$ cat src/rtl/alu_pkg.sv
// Shared definitions for the two-requester ALU arbiter: operand width, op encodings
// and FSM state constants.
package alu_pkg;

   localparam int DATA_W = 32;

   localparam logic [1:0] OP_ADD = 2'b00;
   localparam logic [1:0] OP_SUB = 2'b01;
   localparam logic [1:0] OP_AND = 2'b10;
   localparam logic [1:0] OP_OR  = 2'b11;

   typedef logic [1:0] state_t;

   localparam state_t ST_IDLE = 2'd0;
   localparam state_t ST_EXEC = 2'd1;
   localparam state_t ST_RESP = 2'd2;

endpackage

$ cat src/rtl/alu_core.sv
// Combinational ALU: modulo-2^DATA_W add/sub, bitwise and/or, plus signed
// two's-complement overflow flag for add/sub (0 for logic ops).
module alu_core
   import alu_pkg::*;
(
   input  logic [DATA_W-1:0] a,
   input  logic [DATA_W-1:0] b,
   input  logic [1:0]        op,
   output logic [DATA_W-1:0] result,
   output logic              ovf
);

   logic signed [DATA_W-1:0] sa;
   logic signed [DATA_W-1:0] sb;
   logic signed [DATA_W-1:0] sum;
   logic signed [DATA_W-1:0] diff;

   function automatic logic add_ovf(input logic signed [DATA_W-1:0] x,
                                    input logic signed [DATA_W-1:0] y,
                                    input logic signed [DATA_W-1:0] s);
      return (x[DATA_W-1] == y[DATA_W-1]) && (s[DATA_W-1] != x[DATA_W-1]);
   endfunction

   // Subtraction overflows only when the operand signs differ.
   function automatic logic sub_ovf(input logic signed [DATA_W-1:0] x,
                                    input logic signed [DATA_W-1:0] y,
                                    input logic signed [DATA_W-1:0] d);
      return (x[DATA_W-1] != y[DATA_W-1]) && (d[DATA_W-1] != x[DATA_W-1]);
   endfunction

   assign sa   = a;
   assign sb   = b;
   assign sum  = sa + sb;
   assign diff = sa - sb;

   always_comb begin
      result = '0;
      ovf    = 1'b0;
      case (op)
         OP_ADD: begin
            result = sum;
            ovf    = add_ovf(sa, sb, sum);
         end
         OP_SUB: begin
            result = diff;
            ovf    = sub_ovf(sa, sb, diff);
         end
         OP_AND:  result = a & b;
         default: result = a | b;
      endcase
   end

endmodule

$ cat src/rtl/alu_arbiter.sv
// Two-requester ALU arbiter: IDLE grants one request, EXEC computes, RESP holds the
// result until consumed. Optional rsp_ovf output enabled by macro ALU_ARB_OVF_EN.
module alu_arbiter
   import alu_pkg::*;
#(
   parameter int PRIO_FIXED = 0
) (
   input  logic              clk,
   input  logic              reset,
   input  logic              req0_valid,
   output logic              req0_ready,
   input  logic [DATA_W-1:0] req0_a,
   input  logic [DATA_W-1:0] req0_b,
   input  logic [1:0]        req0_op,
   input  logic              req1_valid,
   output logic              req1_ready,
   input  logic [DATA_W-1:0] req1_a,
   input  logic [DATA_W-1:0] req1_b,
   input  logic [1:0]        req1_op,
   output logic              rsp_valid,
   input  logic              rsp_ready,
   output logic              rsp_id,
   output logic [DATA_W-1:0] rsp_result,
`ifdef ALU_ARB_OVF_EN
   output logic              rsp_ovf,
`endif
   output logic              busy
);

   state_t                   state;
   logic                     rr_ptr;
   logic                     idle;
   logic                     sel1;
   logic                     accept;

   logic signed [DATA_W-1:0] a_p0;
   logic signed [DATA_W-1:0] b_p0;
   logic [1:0]               op_p0;
   logic                     id_p0;

   logic [DATA_W-1:0]        alu_result;
`ifdef ALU_ARB_OVF_EN
   logic                     alu_ovf;
`else
   logic                     alu_ovf_unused;
`endif

   assign idle = (state == ST_IDLE);

   // sel1 chooses requester 1; only meaningful when that requester is valid.
   always_comb begin
      sel1 = 1'b0;
      if (PRIO_FIXED != 0)
         sel1 = req1_valid && !req0_valid;
      else
         sel1 = req1_valid && (!req0_valid || rr_ptr);
   end

   assign req0_ready = idle && req0_valid && !sel1;
   assign req1_ready = idle && req1_valid && sel1;
   assign accept     = req0_ready || req1_ready;

   assign rsp_valid  = (state == ST_RESP);
   assign rsp_id     = id_p0;
   assign busy       = !idle;

   always_ff @(posedge clk or posedge reset) begin
      if (reset) begin
         state  <= ST_IDLE;
         rr_ptr <= 1'b0;
      end else begin
         case (state)
            ST_IDLE: if (accept) state <= ST_EXEC;
            ST_EXEC: state <= ST_RESP;
            ST_RESP: begin
               if (rsp_ready) begin
                  rr_ptr <= !rr_ptr;
                  state  <= ST_IDLE;
               end
            end
            default: state <= ST_IDLE;
         endcase
      end
   end

   // Stage p0: capture the granted request's payload at the accept edge.
   always_ff @(posedge clk or posedge reset) begin
      if (reset) begin
         a_p0  <= '0;
         b_p0  <= '0;
         op_p0 <= OP_ADD;
         id_p0 <= 1'b0;
      end else if (accept) begin
         a_p0  <= sel1 ? req1_a  : req0_a;
         b_p0  <= sel1 ? req1_b  : req0_b;
         op_p0 <= sel1 ? req1_op : req0_op;
         id_p0 <= sel1;
      end
   end

   alu_core u_alu_core (
      .a      (a_p0),
      .b      (b_p0),
      .op     (op_p0),
      .result (alu_result),
`ifdef ALU_ARB_OVF_EN
      .ovf    (alu_ovf)
`else
      .ovf    (alu_ovf_unused)
`endif
   );

   // Stage p1: register the ALU output during EXEC; held through RESP.
   always_ff @(posedge clk or posedge reset) begin
      if (reset) begin
         rsp_result <= '0;
`ifdef ALU_ARB_OVF_EN
         rsp_ovf    <= 1'b0;
`endif
      end else if (state == ST_EXEC) begin
         rsp_result <= alu_result;
`ifdef ALU_ARB_OVF_EN
         rsp_ovf    <= alu_ovf;
`endif
      end
   end

endmodule

$ cat config.mk
export PLATFORM = sky130hd
export DESIGN_NAME = alu_arbiter
export DESIGN_NICKNAME = d
export VERILOG_FILES = /design/src/rtl/alu_pkg.sv /design/src/rtl/alu_core.sv /design/src/rtl/alu_arbiter.sv
export SDC_FILE = /design/constraint.sdc
export NUM_CORES = 1
export LEC_CHECK = 0
export BUFFER_PORTS_ARGS = -buffer_cell sky130_fd_sc_hd__buf_2
export CAP_MARGIN = 20
export CORE_UTILIZATION = 53
export CTS_BUF_LIST = sky130_fd_sc_hd__clkbuf_2
export DETAILED_ROUTE_END_ITERATION = 6
export PLACE_DENSITY = 0.8
export SLEW_MARGIN = 10
export SYNTH_ARGS = -nofsm -noshare
export SYNTH_HDL_FRONTEND = slang
export SYNTH_HIERARCHICAL = 1
export SYNTH_SLANG_ARGS = --single-unit
$ cat constraint.sdc
create_clock -name clk -period 3.3 [get_ports clk]
set_input_delay 0.495 -clock clk [delete_from_list [all_inputs] [get_ports clk]]
set_output_delay 0.495 -clock clk [all_outputs]
set_load 0.03 [all_outputs]
# Word level (Yosys, flattened, before mapping)
# Index checks and enable logic that the tools add are counted.
dict set report classes {
  n_addsub 2
  mul 0
  n_div 0
  magnitude_cmp 0
  n_eq_ne 6
  n_shift 0
  muxes 7
  n_bitwise 2
  reduce_logical 15
}
# op n
set ops {}
lappend ops {{32-bit case mux with 3 select lines} 1}
lappend ops {{32-bit two-way mux} 2}
lappend ops {{32-bit adder} 1}
lappend ops {{32-bit bitwise AND} 1}
lappend ops {{32-bit OR} 1}
lappend ops {{32-bit subtractor} 1}
lappend ops {{2-bit two-way mux} 3}
lappend ops {{2-bit case mux with 3 select lines} 1}
lappend ops {{1-bit logical AND} 5}
lappend ops {{2-bit by 1-bit == test with 1-bit output, second input constant} 2}
lappend ops {{2-bit == test, second input constant} 2}
lappend ops {{1-bit zero test} 4}
lappend ops {{2-bit zero test} 2}
lappend ops {{2-bit by 1-bit != test with 1-bit output, second input constant} 2}
lappend ops {{2-bit AND reduction} 2}
lappend ops {{1-bit logical OR} 2}
dict set report totals {
  regBits 102
  latchBits 0
  ram_bits 0
  mem_bits_ro 0
  output_inout_bits 37
  n_memories 0
}

# Longest topological paths before layout
# Gate-level depths: netlist (run 1).
dict set report depth {
  word_depth 8
  ltp_mapped 13
  depth_no_buf 13
}

# Modules after synthesis
# Netlist (run 1), hierarchy kept.
# module instances cells_each area_each_um2 seq_area_each_um2
set by_module_without_submodules {}
lappend by_module_without_submodules {alu_core 1 727 4754.6 0.0}
lappend by_module_without_submodules {alu_arbiter 1 474 4674.5 2552.4}

# Worst setup path after synthesis (run 1)
# No wires, ideal clock.
dict set report synth_path {
  path_type {register to register}
  start {register a_p0[7]}
  end {register rsp_result[30]}
  setup_ns 0.125
  arrival_time_ns 2.972
  required_ns 3.175
  slack_ns 0.204
  path_stages_with_launch 14
  path_buffers 1
  synth_period_minus_slack_ns 3.096
  path_cell_list {dfrtp_1 > inv_1 > ha_1 > buf_6 > or3_4 > or3_4 > o211ai_1 > nand2_1 > o311a_1 > nor3_1 > o221ai_1 > xnor2_1 > o21ai_1 > mux2_2}
}
dict set report synth_between {
  elab_chain_cells 2
  word_cells_on_any_way 3
  classes_between {2 x add/sub; 1 x mux}
}
# item line_no
set synth_lines {}
lappend synth_lines {{from (decl)} alu_arbiter.sv:36} ;# logic signed [DATA_W-1:0] a_p0;
lappend synth_lines {{from (signal assigned)} alu_arbiter.sv:94} ;# a_p0 <= sel1 ? req1_a : req0_a;
lappend synth_lines {{32-bit subtractor or 32-bit adder (tied branches)} {alu_core.sv:34, alu_core.sv:33}}
lappend synth_lines {{32-bit case mux with 3 select lines *} alu_core.sv:39} ;# case (op)
lappend synth_lines {{via alu_result[30]} alu_arbiter.sv:41} ;# logic [DATA_W-1:0] alu_result;
lappend synth_lines {{to (signal assigned)} alu_arbiter.sv:121} ;# rsp_result <= alu_result;
lappend synth_lines {{to (decl)} alu_arbiter.sv:23} ;# output logic [DATA_W-1:0] rsp_result,
# Mark *: on every way through the listed nets, which the timed path passes. The rest lies on a longest branch.
# A chain may end at the register's enable or synchronous reset.

# Worst setup path in the final report (run 1)
dict set report layout_path {
  start {register b_p0[7]}
  end {register rsp_result[30]}
}
dict set report layout_between {
  elab_chain_cells 2
  word_cells_on_any_way 3
  classes_between {2 x add/sub; 1 x mux}
}
# item line_no
set layout_lines {}
lappend layout_lines {{from (decl)} alu_arbiter.sv:37} ;# logic signed [DATA_W-1:0] b_p0;
lappend layout_lines {{from (signal assigned)} alu_arbiter.sv:95} ;# b_p0 <= sel1 ? req1_b : req0_b;
lappend layout_lines {{32-bit subtractor or 32-bit adder (tied branches)} {alu_core.sv:34, alu_core.sv:33}}
lappend layout_lines {{32-bit case mux with 3 select lines *} alu_core.sv:39}
lappend layout_lines {{via alu_result[30]} alu_arbiter.sv:41}
# Marked as above.

==> impl_metrics.csv, run 1 <==
group,metric,value,unit
route,drt_iter0_markers,1057,
finish,number_of_non_filler_instances_in_the_completed_layout,1610,
worst_setup_path,regToRegEndpoint,"rsp_result[30]",
cts,clock_transition_at_the_register_clock_pins_on_the_worst_setup_and_hold_paths_after_cts,0.33,ns
min_path,hold_class,"primary input to async pin",
timing,fin_ws,-0.0505,ns
worst_setup_path,path_cells,"inv_2 > ha_4 > or3_4 > or3_4 > o211ai_1 > nand2_1 > o311a_1 > nor3_1 > o221ai_1 > xnor2_1 > o21ai_2 > mux2_2",
worst_setup_path,startpoint,"b_p0[7]",
route,dr.pass1.iters,6,
logic_synthesis,syn-instance-count,1196,
finish,syn_to_final_growth,18.6,%
placement,io_buffers,173,
die,die-width,135,um
worst_setup_path,r2r_setup_slack,-0.05,ns
logic_synthesis,yosysWarningCount,6,
worst_setup_path,path_depth,12,
placement,gp_routability_congestion,1.00,
outcome,failing_checks,"negative setup slack",
logic_synthesis,post_synthesis_net_count,1442,
placement,placed_area,0.0108,mm^2
cts,root_buffer,"sky130_fd_sc_hd__clkbuf_2",
worst_setup_path,critical_path.max_stage_delay,0.46,ns
global_routing,largest_net_degree_at_the_start_of_global_routing,74,
die,initial_core_util,54.3,%
global_routing,global_route.overflow_total,0,
die,placement_rows,48,
worst_setup_path,critPathKind,"register to register",
worst_setup_path,critical_path.max_fanout,3,
run,maxCapViolations,0,
finish,fillers,1495,
placement,placed_wire_length_estimate_after_detailed_placement,23000,um
worst_setup_path,crit_path_start_kind,"register",
global_routing,grt.total_usage,32.5,%
die,die_height,135,um
timing,maxClockFrequency,298,MHz
route,drt_wl_total,29700,um
timing,report.final.setup_viol,1,
global_routing,antenna_found_initial,1,
timing,max_slew.worst_pin.slew,0.926,ns
route,drt_drc_violations_left,0,
timing,holdWs,0.0197,ns
timing,drv_slew,0,
finish,fin_nets,1625,
worst_setup_path,critical_path.slowest_cell,"sky130_fd_sc_hd__dfrtp_1",
worst_setup_path,end_kind,"register",
die,ioPinCount,174,
logic_synthesis,syn-mean-instance-area,7.86,um^2
finish,final_layout_size_suffix_gt1_share,26.5,%
timing,timing.slew.headroom,38.3,%
finish,fin_area,0.0111,mm^2
timing,timing.final.hold_violations,0,
route,final_routed_wire_length_divided_by_cell_count,18.4,um
timing,finalWorstPathRequiredPeriod,3.35,ns
outcome,result_of_the_run,"finished with violations",
timing,layout_worst_path_cycle_share,102,%
global_routing,grt_pass1_wl,46300,um
worst_setup_path,critPathCapture,"rsp_result[30]",
cts,tritoncts_num_sinks,102,
cts,worstSkewPairLatency,0.64,ns
cts,cts_inserted_buffers,9,
die,die_area,0.0183,mm^2
logic_synthesis,post_synth_instance_area,0.00940,mm^2
route,avgViaCountPerCell,6.00,
timing,rsz0062_at_grt,"yes",
worst_setup_path,critical_path_arrival,3.91,ns
route,route.antenna.remaining_nets,0,
cts,clk_path_buf_depth,2,
worst_setup_path,critPathMostFrequentCell,"sky130_fd_sc_hd__or3_4",
cts,h-tree-depth,3,
worst_setup_path,crit_buf_inv,1,
worst_setup_path,worst_path_dominant_cell_family,"simple AND/OR/NAND/NOR gates",
placement,place_worst_setup_slack,-0.0167,ns
worst_setup_path,data_required_time_at_the_worst_endpoint,3.86,ns
placement,number_of_cells_in_the_design_after_placement,1580,
route,via_count,9664,
worst_setup_path,critical_path.reg2reg.startpoint,"b_p0[7]",
cts,cts_tree,"done",
die,placeableCoreArea,0.0173,mm^2
worst_setup_path,reg2reg_depth,12,
timing,finalClockSkew,0.0620,ns
global_routing,grt_pass1_vias,8762,
[placed cells by master, fill, tap and decap left out, types with 4 or more instances in the layout]
master,instances
sky130_fd_sc_hd__nand2_1,66
sky130_fd_sc_hd__a31oi_1,75
sky130_fd_sc_hd__a21o_1,12
sky130_fd_sc_hd__nand3_1,78
sky130_fd_sc_hd__dfrtp_2,6
sky130_fd_sc_hd__clkbuf_2,10
sky130_fd_sc_hd__mux2i_1,11
sky130_fd_sc_hd__dfrtp_1,96
sky130_fd_sc_hd__o21ai_0,107
sky130_fd_sc_hd__nor2b_1,11
sky130_fd_sc_hd__o31ai_1,7
sky130_fd_sc_hd__nor3_1,13
sky130_fd_sc_hd__xnor2_1,24
sky130_fd_sc_hd__ha_2,5
sky130_fd_sc_hd__o211ai_1,17
sky130_fd_sc_hd__buf_4,93
sky130_fd_sc_hd__inv_2,7
sky130_fd_sc_hd__nand2b_1,10
sky130_fd_sc_hd__o21ai_1,20
sky130_fd_sc_hd__nor4_1,6
sky130_fd_sc_hd__o21bai_1,10
sky130_fd_sc_hd__a21oi_1,139
sky130_fd_sc_hd__xor2_1,6
sky130_fd_sc_hd__mux2_2,31
sky130_fd_sc_hd__or3_1,4
sky130_fd_sc_hd__inv_1,92
sky130_fd_sc_hd__buf_2,173
sky130_fd_sc_hd__nor2_1,60
sky130_fd_sc_hd__a211oi_1,5
sky130_fd_sc_hd__ha_1,99
sky130_fd_sc_hd__o31a_1,4
sky130_fd_sc_hd__nand4_1,5
[repair_timing]
item | 4_1_cts | 5_1_grt
setup buffers | 1 | 11
hold buffers | 1 | 0
pin swaps | 0 | 10
gates resized for setup | 2 | 39
endpoints found under the hold margin | 1 | 0
setup endpoints to repair | 2 | 10
[metrics by stage]
stage	setup TNS [ns]	utilization (%)
after global placement	0	62.3
after CTS	0	63.0
final	-0.0505	64.4
after global routing	-0.435	64.4
after detailed placement	-0.0213	62.3
after floorplan	0	-
[how the worst min path moves through the flow]
stage | cells past startpoint | slack (ns) | endpoint | from
floorplan | 1 | 0.46 | rr_ptr | rr_ptr
global placement | 1 | 0.48 | rsp_result[25] | rsp_result[25]
detailed placement | 1 | 0.49 | rsp_result[21] | rsp_result[21]
CTS | 2 | 0.02 | b_p0[30] | reset
global route | 3 | 0.03 | a_p0[19] | req0_a[19]
finish | 2 | 0.02 | b_p0[27] | reset
[flip-flops by register name (all words and copies together), names as in the netlist]
name,count
op_p0,2
a_p0,32
b_p0,32
rsp_result,32
rr_ptr,1
state,2
rsp_id,1
[layout make-up]
class	instances	area, um^2	share of cell area, %
flip-flops and latches	102	2560	23.0
inverters	100	378	3.39
clock inverters	6	45.0	0.404
multi-input cells	898	6230	55.9
clock buffers	10	50.0	0.449
diodes	1	2.50	0.0225
well taps	225	282	2.53
repair buffers	268	1590	14.3
[layer usage]
metal	vias to the layer above	global-route usage (%)	wire length [um]
li1	4619	-	-
met1	4467	52.0	14500
met2	556	43.4	11800
met3	22	7.59	3100
met4	0	6.12	285
met5	-	0	0
Power of run 1 is not shown: default switching activity piles up to over one toggle a cycle in this logic, so the estimate is an artifact.
==> run 2: changes to the inputs <==
Settings changed: HOLD_SLACK_MARGIN from default to 0.06, SKIP_CTS_REPAIR_TIMING from default to 1.
==> run 2 against run 1 <==
  * The run still ends with negative setup slack left
  * Sequential cell count did not move
  * Via count is 1.7% higher
  * Sequential share of layout area down 0.58 points
  * Clock-buffer cell count stayed put
  * Hold slack gained 0.081 ns
  * Critical endpoint unchanged
==> impl_metrics.csv, run 2 (synthesis gave the netlist of run 1 again) <==
group,metric,value,unit
cts,tritoncts_num_sinks,102,
route,drt_wl_total,30200,um
worst_setup_path,critical_path.slowest_cell,"sky130_fd_sc_hd__dfrtp_1",
global_routing,largest_net_degree_at_the_start_of_global_routing,74,
finish,layout_top_registers,"a_p0: 32 flops, b_p0: 32 flops, rsp_result: 32 flops",
cts,worstSkewPairLatency,0.62,ns
worst_setup_path,critical_path.max_stage_delay,0.46,ns
placement,placed_area,0.0108,mm^2
worst_setup_path,r2r_setup_slack,-0.04,ns
placement,gp_routability_congestion,1.00,
finish,final_util,66.1,%
worst_setup_path,end_kind,"register",
route,drt_iter0_markers,1160,
worst_setup_path,critPathKind,"register to register",
worst_setup_path,reg2reg_depth,12,
finish,syn_to_final_growth,21.8,%
route,drt_drc_violations_left,0,
global_routing,grt.total_usage,32.4,%
finish,final_layout_size_suffix_gt1_share,25.5,%
finish,mostFrequentLayoutCell,"sky130_fd_sc_hd__buf_2",
worst_setup_path,critPathMostFrequentCell,"sky130_fd_sc_hd__or3_4",
timing,timing.slew.headroom,38.6,%
worst_setup_path,crit_path_start_kind,"register",
die,placement_rows,48,
timing,max_slew.worst_pin.slew,0.921,ns
worst_setup_path,critical_path.max_fanout,3,
die,ioPinCount,174,
timing,report.final.setup_viol,1,
timing,rsz0062_at_grt,"yes",
die,placeableCoreArea,0.0173,mm^2
timing,maxClockFrequency,299,MHz
die,die_height,135,um
route,final_routed_wire_length_divided_by_cell_count,18.4,um
min_path,min_delay_path_depth,3,
finish,fin_nets,1655,
worst_setup_path,startpoint,"b_p0[7]",
global_routing,grt_pass1_vias,8706,
placement,placed_wire_length_estimate_after_detailed_placement,23000,um
timing,layout_worst_path_cycle_share,101,%
route,route.antenna.remaining_nets,0,
cts,h-tree-depth,3,
worst_setup_path,critical_path.reg2reg.startpoint,"b_p0[7]",
global_routing,antenna_found_initial,1,
placement,io_buffers,173,
route,avgViaCountPerCell,5.99,
outcome,failing_checks,"negative setup slack",
route,dr.pass1.iters,5,
cts,clk_path_buf_depth,2,
timing,holdWs,0.100,ns
timing,finalClockSkew,0.0433,ns
outcome,result_of_the_run,"finished with violations",
timing,fin_ws,-0.0450,ns
worst_setup_path,crit_buf_inv,1,
cts,cts_tree,"done",
die,die-width,135,um
finish,fillers,1444,
route,via_count,9828,
run,maxCapViolations,0,
worst_setup_path,critical_path_arrival,3.91,ns
finish,fin_area,0.0114,mm^2
cts,cts_inserted_buffers,9,
die,die_area,0.0183,mm^2
worst_setup_path,regToRegEndpoint,"rsp_result[30]",
global_routing,grt_pass1_wl,46100,um
worst_setup_path,path_cells,"inv_2 > ha_4 > or3_4 > or3_4 > o211ai_1 > nand2_1 > o311a_1 > nor3_1 > o221ai_1 > xnor2_1 > o21ai_2 > mux2_2",
timing,finalWorstPathRequiredPeriod,3.34,ns
min_path,min_from,"req0_b[13]",
min_path,hold_class,"primary input to register",
die,initial_core_util,54.3,%
min_path,worst_hold_path.endpoint,"b_p0[13]",
finish,mostFrequentLayoutCells,"sky130_fd_sc_hd__buf_2, sky130_fd_sc_hd__a21oi_1, sky130_fd_sc_hd__o21ai_0, sky130_fd_sc_hd__ha_1, sky130_fd_sc_hd__dfrtp_1",
timing,timing.final.hold_violations,0,
timing,drv_slew,0,
cts,root_buffer,"sky130_fd_sc_hd__clkbuf_2",
worst_setup_path,worst_path_dominant_cell_family,"simple AND/OR/NAND/NOR gates",
global_routing,global_route.overflow_total,0,
cts,clock_transition_at_the_register_clock_pins_on_the_worst_setup_and_hold_paths_after_cts,0.30,ns
worst_setup_path,data_required_time_at_the_worst_endpoint,3.86,ns
run 2: how the worst max path moves through the flow:
stage	end	slack (ns)	cells after the start
floorplan	a_p0[0]	0.13	1
global placement	rsp_result[24]	0.04	13
detailed placement	rsp_result[24]	-0.02	13
CTS	rsp_result[29]	-0.09	12
global route	rsp_result[30]	-0.19	13
finish	rsp_result[30]	-0.04	12
run 2: routing by layer:
layer / vias up / GRT usage, % / share of wire [%]
li1: 4684 / - / -
met1: 4496 / 52.1 / 47
met2: 605 / 43.2 / 40
met3: 43 / 7.52 / 11
met4: 0 / 5.87 / 1.3
met5: - / 0 / 0
run 2: worst min-delay path, stage by stage:
cell and delay (ns):
sky130_fd_sc_hd__buf_2 0.09, sky130_fd_sc_hd__o21ai_0 0.06, sky130_fd_sc_hd__a31oi_1 0.09
run 2: per-stage QoR:
stage               setup WS [ns]  TNS [ns]  cells
global placement           0.0397         0   1580
CTS                       -0.0850   -0.0872   1596
finish                    -0.0450   -0.0450   1640
global route               -0.191    -0.490   1640
detailed placement        -0.0167   -0.0213   1580
floorplan                   0.130         0   1196
run 2: area by class of cell:
type / instances / area, um^2 / area share (%)
antenna: 1 / 2.50 / 0.0219
sequential: 102 / 2560 / 22.4
clock buffer: 10 / 50.0 / 0.437
clock inverter: 6 / 45.0 / 0.394
tap: 225 / 282 / 2.46
inverter: 100 / 378 / 3.30
multi-input combinational: 898 / 6210 / 54.3
timing repair buffer: 298 / 1910 / 16.7
Power of run 2 is left out for the same reason.
==> run 3: changes to the inputs <==
Settings changed: GPL_TIMING_DRIVEN from default to 0, SKIP_CTS_REPAIR_TIMING 1 to default.
==> run 3 against run 2 <==
  * The run still ends with negative setup slack left
  * Cell count is 4.3% higher
  * Maximum frequency grew 0.25%
  * Clock skew up 0.0042 ns
  * Utilization up 3.4 points
  * First-iteration DRC count increased by 7.0%
==> impl_metrics.csv, run 3 (synthesis gave the netlist of run 1 again) <==
group,metric,value,unit
outcome,result_of_the_run,"finished with violations",
outcome,failing_checks,"negative setup slack",
finish,insertedDiodeCount,0,
worst_setup_path,data_required_time_at_the_worst_endpoint,3.87,ns
placement,placed_area,0.0106,mm^2
timing,rsz0062_at_grt,"yes",
route,avgViaCountPerCell,6.17,
timing,report.final.setup_viol,2,
cts,cts_tree,"done",
route,dr.pass1.iters,7,
worst_setup_path,worst_path_dominant_cell_family,"compound AO/OA/AOI/OAI gates",
global_routing,grt_pass1_vias,9948,
timing,drv_slew,0,
route,routed-wl-met3,3570,um
cts,h-tree-depth,3,
worst_setup_path,critPathKind,"register to register",
finish,mostFrequentLayoutCells,"sky130_fd_sc_hd__buf_2, sky130_fd_sc_hd__a21oi_1, sky130_fd_sc_hd__o21ai_0, sky130_fd_sc_hd__ha_1, sky130_fd_sc_hd__inv_1",
route,routed.top_layer,"met4",
route,via_count,10600,
timing,holdWs,0.0954,ns
timing,maxClockFrequency,300,MHz
placement,io_buffers,172,
placement,gp_routability_congestion,0.963,
worst_setup_path,critical_path.max_fanout,8,
die,placeableCoreArea,0.0173,mm^2
worst_setup_path,crit_path_start_kind,"register",
global_routing,global_route.overflow_total,0,
die,die_area,0.0183,mm^2
route,wl_met1,14700,um
global_routing,grt_pass1_wl,52300,um
cts,cts_inserted_buffers,9,
route,drt_iter0_markers,1241,
worst_setup_path,end_kind,"register",
timing,layout_worst_path_cycle_share,101,%
finish,regArea,0.00258,mm^2
cts,clk_path_buf_depth,2,
timing,timing.slew.headroom,44.5,%
timing,max_slew.worst_pin.slew,0.833,ns
finish,fin_area,0.0120,mm^2
global_routing,antenna_found_initial,0,
global_routing,grt.total_usage,37.5,%
route,route.met2.wl,15300,um
finish,final_layout_size_suffix_gt1_share,24.7,%
die,initial_core_util,54.3,%
finish,layout_top_registers,"a_p0: 32 flops, b_p0: 32 flops, rsp_result: 32 flops",
worst_setup_path,critical_path_arrival,3.90,ns
route,route.antenna.remaining_nets,0,
cts,root_buffer,"sky130_fd_sc_hd__clkbuf_2",
die,ioPinCount,174,
route,final_routed_wire_length_divided_by_cell_count,20.2,um
worst_setup_path,critical_path.slowest_cell,"sky130_fd_sc_hd__dfrtp_1",
cts,clock_transition_at_the_register_clock_pins_on_the_worst_setup_and_hold_paths_after_cts,0.33,ns
finish,syn_to_final_growth,28.1,%
cts,tritoncts_num_sinks,102,
die,die_height,135,um
die,die-width,135,um
cts,worstSkewPairLatency,0.65,ns
route,drt_wl_total,34500,um
finish,footprint_of_the_multi_input_gates,0.00639,mm^2
timing,finalClockSkew,0.0475,ns
die,placement_rows,48,
worst_setup_path,crit_buf_inv,2,
worst_setup_path,path_cells,"inv_1 > ha_1 > clkbuf_1 > nand3_1 > or3_1 > a2111o_1 > nand3_4 > a311o_1 > nand4_1 > o221ai_1 > xnor2_1 > o21ai_2 > mux2_2",
min_path,hold_class,"primary input to register",
finish,mostFrequentLayoutCell,"sky130_fd_sc_hd__buf_2",
finish,fin_nets,1726,
route,drt_drc_violations_left,0,
placement,place_worst_setup_slack,-0.361,ns
timing,fin_ws,-0.0366,ns
placement,placed_wire_length_estimate_after_detailed_placement,25200,um
timing,timing.final.hold_violations,0,
run,maxCapViolations,0,
global_routing,largest_net_degree_at_the_start_of_global_routing,54,
timing,finalWorstPathRequiredPeriod,3.34,ns
worst_setup_path,critical_path.max_stage_delay,0.46,ns
finish,fillers,1433,
run 3: cell count changes in the layout (fill, tap and decap cells not counted), moves of 9 or more:
cell                            change
sky130_fd_sc_hd__dlygate4sd3_1     +39
sky130_fd_sc_hd__dfrtp_1           -12
sky130_fd_sc_hd__dfrtp_2           +12
sky130_fd_sc_hd__clkbuf_1          +59
sky130_fd_sc_hd__buf_2             +12
sky130_fd_sc_hd__ha_1               -9
sky130_fd_sc_hd__buf_4             -52
run 3: through the flow:
step | cells | TNS (ns) | util [%]
after floorplan | 1196 | 0 | -
after global placement | 1593 | -95.55 | 60.9
after detailed placement | 1594 | -4.63 | 61.1
after CTS | 1691 | -0.00873 | 66.9
after global routing | 1710 | -0.535 | 69.6
final | 1710 | -0.0400 | 69.6
run 3: worst reg2reg max path: stages (launching register included):
cell	delay [ns]
sky130_fd_sc_hd__dfrtp_1	0.46
sky130_fd_sc_hd__inv_1	0.08
sky130_fd_sc_hd__ha_1	0.27
sky130_fd_sc_hd__clkbuf_1	0.34
sky130_fd_sc_hd__nand3_1	0.18
sky130_fd_sc_hd__or3_1	0.38
sky130_fd_sc_hd__a2111o_1	0.40
sky130_fd_sc_hd__nand3_4	0.13
sky130_fd_sc_hd__a311o_1	0.23
sky130_fd_sc_hd__nand4_1	0.12
sky130_fd_sc_hd__o221ai_1	0.15
sky130_fd_sc_hd__xnor2_1	0.17
sky130_fd_sc_hd__o21ai_2	0.09
sky130_fd_sc_hd__mux2_2	0.28
run 3: metal layers:
metal / GRT usage, % / vias up
met5: 0 / -
met4: 14.4 / 0
met3: 6.29 / 94
met2: 58.7 / 703
met1: 51.5 / 4923
li1: - / 4830
run 3: final timing paths:
| check | from | endpoint | slack (ns) | depth (start not counted) |
|---|---|---|---|---|
| worst max-delay path | b_p0[11] | rsp_result[30] | -0.04 | 13 |
| worst min-delay path | req0_b[20] | b_p0[20] | 0.1 | 3 |
| worst max register to register | b_p0[11] | rsp_result[30] | -0.04 | 13 |
| worst min register to register | rr_ptr | rr_ptr | 0.52 | 1 |
| max in group asynchronous | reset | b_p0[12] | 2.15 | 4 |
| min in group asynchronous | reset | a_p0[7] | 0.43 | 3 |
run 3: what timing repair did:
item,CTS,global route
hold endpoints to repair,91,0
buffers inserted,12,23
resized for setup,29,93
pin swaps,7,20
hold buffers,75,0
setup endpoints to repair,28,24
gates cloned,0,0
run 3: layout make-up:
cell class                 count  area share (%)
multi-input combinational    898            53.1
sequential                   102            21.4
timing repair buffer         283            15.8
buffer                        86            3.33
inverter                     100            3.17
tap                          225            2.34
clock inverter                 7           0.478
clock buffer                   9           0.374
Power of run 3 is left out for the same reason.
